## src/rtl/sc_point_matrix_pkg.sv

```systemverilog
// Shared constants for the frog position datapath.
// Shift encodings match the point control FSM.
package sc_point_matrix_pkg;

    localparam int ROWS_DEFAULT      = 8;
    localparam int DATAWIDTH_DEFAULT = 8;
    localparam int ROW_W             = $clog2(ROWS_DEFAULT);

    localparam logic [1:0] SHIFT_NONE  = 2'b00;
    localparam logic [1:0] SHIFT_LEFT  = 2'b01;
    localparam logic [1:0] SHIFT_RIGHT = 2'b10;
    localparam logic [1:0] SHIFT_HOLD  = 2'b11;

endpackage

```

## src/rtl/sc_point_matrix_column_shifter.sv

```systemverilog
// One-hot column register with saturating left/right shift.
// A corrupted (non one-hot) value is flagged and reloaded on the next edge.
module sc_point_column_shifter
    import sc_point_matrix_pkg::*;
#(
    parameter int DATAWIDTH   = DATAWIDTH_DEFAULT,
    parameter int INIT_COLUMN = 3
) (
    input  logic                 clk,
    input  logic                 rst,
    input  logic                 clear,
    input  logic                 hold,
    input  logic [1:0]           shift,
    output logic [DATAWIDTH-1:0] column,
    output logic                 invalid
);

    localparam logic [DATAWIDTH-1:0] ONE      = DATAWIDTH'(1);
    localparam logic [DATAWIDTH-1:0] INIT_COL = ONE << INIT_COLUMN;

    // One-hot check: exactly one bit set
    assign invalid = (column == '0) || ((column & (column - ONE)) != '0);

    // Column register: clear/recovery, then hold, then saturating shift
    always_ff @(posedge clk or posedge rst) begin
        if (rst) begin
            column <= INIT_COL;
        end else if (clear || invalid) begin
            column <= INIT_COL;
        end else if (!hold) begin
            case (shift)
                SHIFT_LEFT: begin
                    if (!column[DATAWIDTH-1]) column <= column << 1;
                end
                SHIFT_RIGHT: begin
                    if (!column[0]) column <= column >> 1;
                end
                default: column <= column;
            endcase
        end
    end

endmodule

```

## src/rtl/sc_point_matrix.sv

```systemverilog
// Frog position datapath: row counter, column shifter and playfield decode.
// Row moves take priority over column shifts; clear overrides both.
module sc_point_matrix
    import sc_point_matrix_pkg::*;
#(
    parameter int DATAWIDTH   = DATAWIDTH_DEFAULT,
    parameter int ROWS        = ROWS_DEFAULT,
    parameter int INIT_ROW    = 0,
    parameter int INIT_COLUMN = 3
) (
    input  logic                      SC_STATEMACHINEPOINT_CLOCK_50,
    input  logic                      SC_STATEMACHINEPOINT_RESET_InHigh,
    input  logic                      SC_POINTMATRIX_load0_InLow,
    input  logic                      SC_POINTMATRIX_load1_InLow,
    input  logic [1:0]                SC_POINTMATRIX_shiftselection_In,
    input  logic                      SC_POINTMATRIX_clear_InLow,
    output logic [ROWS*DATAWIDTH-1:0] SC_POINTMATRIX_matrix_Out,
    output logic [$clog2(ROWS)-1:0]   SC_POINTMATRIX_row_Out,
    output logic [DATAWIDTH-1:0]      SC_POINTMATRIX_column_Out,
    output logic                      SC_POINTMATRIX_firstreg_OutLow,
    output logic                      SC_POINTMATRIX_lastreg_OutLow
);

    localparam int RW = $clog2(ROWS);
    localparam logic [RW-1:0] ROW_INIT = RW'(INIT_ROW);
    localparam logic [RW-1:0] ROW_LAST = RW'(ROWS - 1);
    localparam logic [RW-1:0] ROW_ONE  = RW'(1);
    localparam logic [RW:0]   ROW_LIM  = (RW + 1)'(ROWS);

    logic [RW-1:0]        row;
    logic [DATAWIDTH-1:0] column;
    logic                 col_bad;
    logic                 row_bad;
    logic                 restart;
    logic                 load_any;

    assign row_bad  = {1'b0, row} >= ROW_LIM;
    assign restart  = !SC_POINTMATRIX_clear_InLow || row_bad || col_bad;
    assign load_any = !SC_POINTMATRIX_load1_InLow
                   || !SC_POINTMATRIX_load0_InLow;

    // Row counter: restart, then up (load1), then down (load0), saturating
    always_ff @(posedge SC_STATEMACHINEPOINT_CLOCK_50
                or posedge SC_STATEMACHINEPOINT_RESET_InHigh) begin
        if (SC_STATEMACHINEPOINT_RESET_InHigh) begin
            row <= ROW_INIT;
        end else if (restart) begin
            row <= ROW_INIT;
        end else if (!SC_POINTMATRIX_load1_InLow) begin
            if (row < ROW_LAST) row <= row + ROW_ONE;
        end else if (!SC_POINTMATRIX_load0_InLow) begin
            if (row != '0) row <= row - ROW_ONE;
        end
    end

    sc_point_column_shifter #(
        .DATAWIDTH   (DATAWIDTH),
        .INIT_COLUMN (INIT_COLUMN)
    ) u_column (
        .clk     (SC_STATEMACHINEPOINT_CLOCK_50),
        .rst     (SC_STATEMACHINEPOINT_RESET_InHigh),
        .clear   (restart),
        .hold    (load_any),
        .shift   (SC_POINTMATRIX_shiftselection_In),
        .column  (column),
        .invalid (col_bad)
    );

    // Playfield decode: only the current row slice carries the column
    for (genvar g = 0; g < ROWS; g++) begin : g_rows
        assign SC_POINTMATRIX_matrix_Out[g*DATAWIDTH +: DATAWIDTH] =
            (row == RW'(g)) ? column : '0;
    end

    assign SC_POINTMATRIX_row_Out         = row;
    assign SC_POINTMATRIX_column_Out      = column;
    assign SC_POINTMATRIX_firstreg_OutLow = (row != '0);
    assign SC_POINTMATRIX_lastreg_OutLow  = (row != ROW_LAST);

endmodule

```

## config.mk

```make
export PLATFORM = sky130hd
export DESIGN_NAME = sc_point_matrix
export DESIGN_NICKNAME = d
export VERILOG_FILES = /design/src/rtl/sc_point_matrix_pkg.sv /design/src/rtl/sc_point_matrix_column_shifter.sv /design/src/rtl/sc_point_matrix.sv
export SDC_FILE = /design/constraint.sdc
export NUM_CORES = 1
export LEC_CHECK = 0
export CAP_MARGIN = 30
export CORE_AREA = 4 4 80 82
export DETAILED_ROUTE_END_ITERATION = 8
export DIE_AREA = 0 0 84 86
export SETUP_SLACK_MARGIN = 0.1
export SLEW_MARGIN = 15
export SYNTH_ARGS = -nofsm -noshare
export SYNTH_HDL_FRONTEND = slang
export SYNTH_SLANG_ARGS = --single-unit
```

## constraint.sdc

```tcl
create_clock -name SC_STATEMACHINEPOINT_CLOCK_50 -period 2.7 [get_ports SC_STATEMACHINEPOINT_CLOCK_50]
set_input_delay 0.54 -clock SC_STATEMACHINEPOINT_CLOCK_50 [delete_from_list [all_inputs] [get_ports SC_STATEMACHINEPOINT_CLOCK_50]]
set_output_delay 0.54 -clock SC_STATEMACHINEPOINT_CLOCK_50 [all_outputs]
set_load 0.01 [all_outputs]
```

## Word level (Yosys, flattened, before mapping)

Index checks and enable logic that the tools add are counted.

| storage, ports and cells | value |
|---|---|
| bits in registers | 11 |
| bits in latches | 0 |
| memory bits (writable) | 0 |
| memory bits (read-only) | 0 |
| bits of input ports | 7 |
| output and inout port bits | 77 |
| logic and storage cells | 59 |
| memories | 0 |

| cells by class | value |
|---|---|
| $add $sub $neg | 3 |
| multiply operators | 0 |
| divide/modulo/power cells | 0 |
| order comparisons | 1 |
| eq/ne operators | 15 |
| shifts and indexed selects | 0 |
| mux-type cells | 18 |
| bitwise logic cells | 1 |
| reduce and logical (&&, ||, !) cells | 17 |

Operators with widths:

| cell | count |
|---|---|
| $mux 8 | 12 |
| $pmux 8 s2 | 1 |
| $mux 3 | 5 |
| $eq 3x3->1 const B | 4 |
| $ne 3x3->1 const B | 3 |
| $reduce_and 3->1 | 3 |
| $reduce_bool 3->1 | 3 |
| $and 8x8->8 | 1 |
| $logic_not 8->1 | 1 |
| $reduce_bool 8->1 | 1 |
| $sub 8x1->8 const B | 1 |
| $eq 3x2->1 const B | 2 |
| $logic_or 1x1->1 | 4 |
| $reduce_and 4->1 | 1 |
| $add 3x1->3 const B | 1 |
| $eq 3x1->1 const B | 1 |
| $logic_not 1->1 | 3 |
| $logic_not 3->1 | 1 |
| $lt 3x3->1 const B | 1 |
| $ne 3x1->1 const B | 1 |
| $ne 3x2->1 const B | 1 |
| $sub 3x1->3 const B | 1 |
| $eq 2x1->1 const B | 1 |
| $eq 2x2->1 const B | 1 |
| $ne 2x2->1 const B | 1 |

## Longest topological paths before layout

| depth | value |
|---|---|
| depth in word-level cells | 8 |
| mapped depth | 8 |
| depth with buffers taken out | 7 |

## Hierarchy

Synthesis repeated with hierarchy kept, for this count alone.

| second synthesis, totals | value |
|---|---|
| cells, all modules | 179 |
| area total of the unflattened synthesis | 1367.6 µm² |

Modules (own cells, without submodules):

| module | times used | cells an instance | area an instance (µm²) | sequential area each (µm²) |
|---|---|---|---|---|
| sc_point_matrix | 1 | 111 | 767.0 | 75.1 |
| sc_point_column_shifter | 1 | 68 | 600.6 | 201.4 |

## Worst setup path before layout

Ideal clock, no wire load.

| timing path | value |
|---|---|
| kind | register to output |
| start | reg row[0], in the netlist SC_POINTMATRIX_row_Out[0] |
| end | out SC_POINTMATRIX_matrix_Out[1] |
| arrival | 1.415 ns |
| required time | 2.160 ns |
| slack | 0.745 ns |
| stages on the path, launching flop included | 6 |
| path buffers | 0 |
| cells stage by stage | dfrtp_1 inv_1 ha_1 nor2b_1 inv_1 nor2_1 |

| on the way | value |
|---|---|
| longest elaborated chain between the ends | 2 |

RTL lines:

| item | line | text |
|---|---|---|
| from (decl) | sc_point_matrix.sv:30 | `logic [RW-1:0] row;` |
| from (signal assigned) | sc_point_matrix.sv:50 | `if (row < ROW_LAST) row <= row + ROW_ONE;` |
| from (signal assigned) | sc_point_matrix.sv:52 | `if (row != '0) row <= row - ROW_ONE;` |
| $logic_not 3->1 | sc_point_matrix.sv:72 | `(row == RW'(g)) ? column : '0;` |
| $mux 8 | sc_point_matrix.sv:72 |  |
| to (decl) | sc_point_matrix.sv:17 | `output logic [ROWS*DATAWIDTH-1:0] SC_POINTMATRIX_matrix_Out,` |

No other way between the ends.

## Worst setup path after layout

| timing path | value |
|---|---|
| start | reg row[0], in the netlist SC_POINTMATRIX_row_Out[0] |
| end | out SC_POINTMATRIX_matrix_Out[3] |

Same word-level chain as after synthesis.

==> summary.txt <==
Power and ir drop
  • Pwr dens: 332 nW/µm²
  • Logic pwr share: 52.7%
  • Reg power frac: 26.2%
  • NetSw: 0.307 mW
  • Leak pwr: 1.04 nW
  • Clock Power Share: 21.0%
  • Worst vdd ir: 0.000201 V
  • Internal power: 0.482 mW
  • Sw frac: 38.9%
  • Pwr Total: 0.789 mW

Route
  • Post-Route WL: 5.04 mm
  • DRT Pass-1 Iters: 4
  • Wire per inst: 14.6 µm
  • DR top layer: met4
  • DRT met1 WL: 2.29 mm
  • Vias/cell: 4.52
  • WL met2: 2.44 mm
  • Met3 WL: 265 µm
  • Final ANT Viol Nets: 0
  • Via count: 1559
  • Remaining routing DRC violations: 0
  • Iteration-0 DRC Markers: 69

Timing
  • Fin Clk Skew: 1.22 ps
  • Total negative slack: 0 ps
  • Fmax: 398 MHz
  • Final period util: 93.0%
  • Post-layout min period: 2510 ps
  • Worst setup margin: 190 ps
  • Slew Limit Fails: 0
  • RSZ-0062 raised after global routing: yes
  • Final setup fails: 0
  • Fin. Hold Viols: 0
  • Slew @ Worst Pin: 686 ps
  • Rel. slew slack: 54.2%

Synth
  • Synth unique cells: 34
  • Sequential fraction of the synthesis area: 20.1%
  • Post-synth EDFFs: 0
  • Synth Cell Area: 1370 µm²
  • Avg Inst Size Synth: 7.23 µm²
  • Gate Count Post-Synth: 190
  • Syn nets: 206
  • Synthesis-stage register bit count: 11
  • Dominant synthesized flop cell: dfrtp_1
  • Top-area cell type share of the netlist area: 18.2%
  • Synth warn: 0
  • Synth top area cells: dfrtp_1 18%, and2_1 15%, and3_1 11%, ha_1 8.2%, nor2_1 6.3%
  • FFs w/ async S/R, synth: 100%
  • Synth area leader: dfrtp_1

Clock network
  • Cts hold-fix bufs: 0
  • Clk sinks: 11
  • Post-CTS Setup Repair Bufs: 0
  • Clk_lat worst skew: 240 ps
  • Clock Tree Buf Depth: 2
  • Inserted Clock Buffers: 3
  • Number of H-tree levels: 1
  • CTS tree: done
  • CTS clk-pin slew, worst paths: 50 ps
  • Clk root buf: clkbuf_8

Critical path
  • Setup crit end kind: output port
  • Worst path most repeated cell: inv_1
  • Worst Setup Path Type: register to output port
  • CP Max Fanout: 5
  • CP max-delay cell: clkdlybuf4s50_1
  • Worst path max stage delay: 540 ps
  • Critical Path Start: SC_POINTMATRIX_row_Out[0]$_DFFE_PP0P_
  • Worst setup SP type: register
  • Worst EP arrival: 1970 ps
  • Crit path cell chain: inv_1 > ha_1 > nor2b_2 > buf_4 > inv_1 > nor2_1 > clkdlybuf4s50_1
  • CP required: 2160 ps
  • R2r startpoint: u_column.column[0]$_DFFE_PP0P_

Finish
  • Register area: 278 µm²
  • Finished Cell Area: 2380 µm²
  • Post-Layout Cell Count: 345
  • Fill cell total of the finished layout: 599
  • Area of the multi-input gates: 1000 µm²
  • Fraction of layout cells with a size suffix above 1: 10.7%
  • Final #Nets: 287
  • Diode count: 0
  • Synth-to-layout area growth: 73.0%

Placement
  • Final HPWL DP: 3.85 mm
  • Inst Count DP: 341
  • Final GP Congestion: 0.762
  • Placement Cell Area: 2290 µm²
  • Dpl ws: 191 ps
  • IO Port Bufs: 83

Floorplanning
  • Core area: 5750 µm²
  • Chip width: 84 µm
  • Die ar.: 7220 µm²
  • Initial core utilization: 23.9%
  • Std-Cell Rows: 28
  • Die Ht: 86 µm
  • Ports: 84

Run status
  • Status: complete, no violations

Global routing
  • Pin count of the biggest net entering global routing: 21
  • Initial antenna violation count: 0
  • GRT Total Usage: 13.7%
  • Grt ovf: 0
  • Number of global-route vias before repair: 1466
  • First-pass GRT wire length: 8.02 mm

Run
  • Max cap viols: 0

Worst hold path
  • HP Class: input port to asynchronous set/reset pin
registers in the layout (all words and copies together), names as in the netlist:
signal	flops
SC_POINTMATRIX_row_Out	3
u_column.column	8
critical path, delay by kind of cell (launching register included):
kind	cells	cell delay, ps
adders and majority gates	1	190
buffers and inverters	4	910
DFF	1	380
and+or+nand+nor	2	250
path summary, 6_finish.rpt:
check / end / slack [ps] / cells past startpoint
max: SC_POINTMATRIX_matrix_Out[3] / 190 / 7
min: u_column.column[7]$_DFFE_PP0P_ / 630 / 2
max reg2reg: u_column.column[6]$_DFFE_PP0P_ / 550 / 5
min reg2reg: u_column.column[3]$_DFFE_PP1P_ / 680 / 2
max in group asynchronous: SC_POINTMATRIX_row_Out[1]$_DFFE_PP0P_ / 1730 / 2
min in group SC_STATEMACHINEPOINT_CLOCK_50: u_column.column[3]$_DFFE_PP1P_ / 680 / 2
timing repair:
| action | CTS | global route |
|---|---|---|
| pin swaps | 0 | 0 |
| endpoints found under the setup margin | 19 | 27 |
| gates resized for setup | 5 | 7 |
per-layer routing:
metal / vias to the layer above / global-route usage [%]
met4: 0 / 1.61
met3: 4 / 3.55
met2: 46 / 24.4
li1: 804 / -
met5: - / 0
met1: 705 / 17.2
synthesized netlist by cell type, types with 3 or more instances:
master and count:
a21oi_1 12, nand2b_1 3, and3_1 24, and2_1 34, inv_1 12, o311ai_0 3
o21ai_0 10, dfrtp_1 10, nand2_1 5, nor2_1 23, nor2b_1 5, clkbuf_1 14
ha_1 9, a211oi_2 3
layout by cell type, fill, tap and decap left out, drive strengths merged:
cell type,netlist,final
clkdlybuf4s50,0,81
and2,34,34
and3,24,24
nor2,23,23
a21oi,12,12
inv,12,12
o21ai,10,10
buf,3,10
dfrtp,10,10
ha,9,9
nand2,5,5
nor2b,5,5
nand2b,4,4
a211oi,4,4
clkbuf,14,4
o311ai,3,3
o22ai,2,2
a22oi,2,2
dlymetal6s2s,0,2
nor3,2,2
nor4,1,1
xor2,1,1
or3,1,1
o221ai,1,1
a311oi,1,1
nand3b,1,1
a21o,1,1
o31ai,1,1
a22o,1,1
nand3,1,1
a31oi,1,1
dfstp,1,1
power groups by stage:
stage               logic [mW]  registers (mW)  clock network, mW
finish                   0.416           0.207              0.166
global route             0.461           0.212              0.182
CTS                      0.411           0.206              0.169
detailed placement       0.405           0.207                  0
global placement         0.403           0.205                  0
floorplan                0.213           0.204                  0
stage by stage:
stage	hold slack, ps	utilization (%)
floorplan	392	-
global placement	672	39.9
detailed placement	675	39.9
CTS	644	40.9
global route	679	41.4
finish	626	41.4
cell type report:
type                       instances  area share (%)
multi-input combinational        150            42.3
timing repair buffer              93            38.3
sequential                        11            11.7
tap                               75            3.95
clock buffer                       4            1.89
inverter                          12            1.89
cells by family after synthesis:
kind of cell | after synthesis | synth area share [%]
buffers and inverters | 29 | 9.11
XOR/XNOR | 1 | 0.638
adder cells (fa/ha/maj) | 9 | 8.20
AND/OR/NAND/NOR | 101 | 42.3
AO/OA/AOI/OAI | 39 | 19.6
flip-flops | 11 | 20.1
No activity file was read; power rests on OpenSTA's default activity.
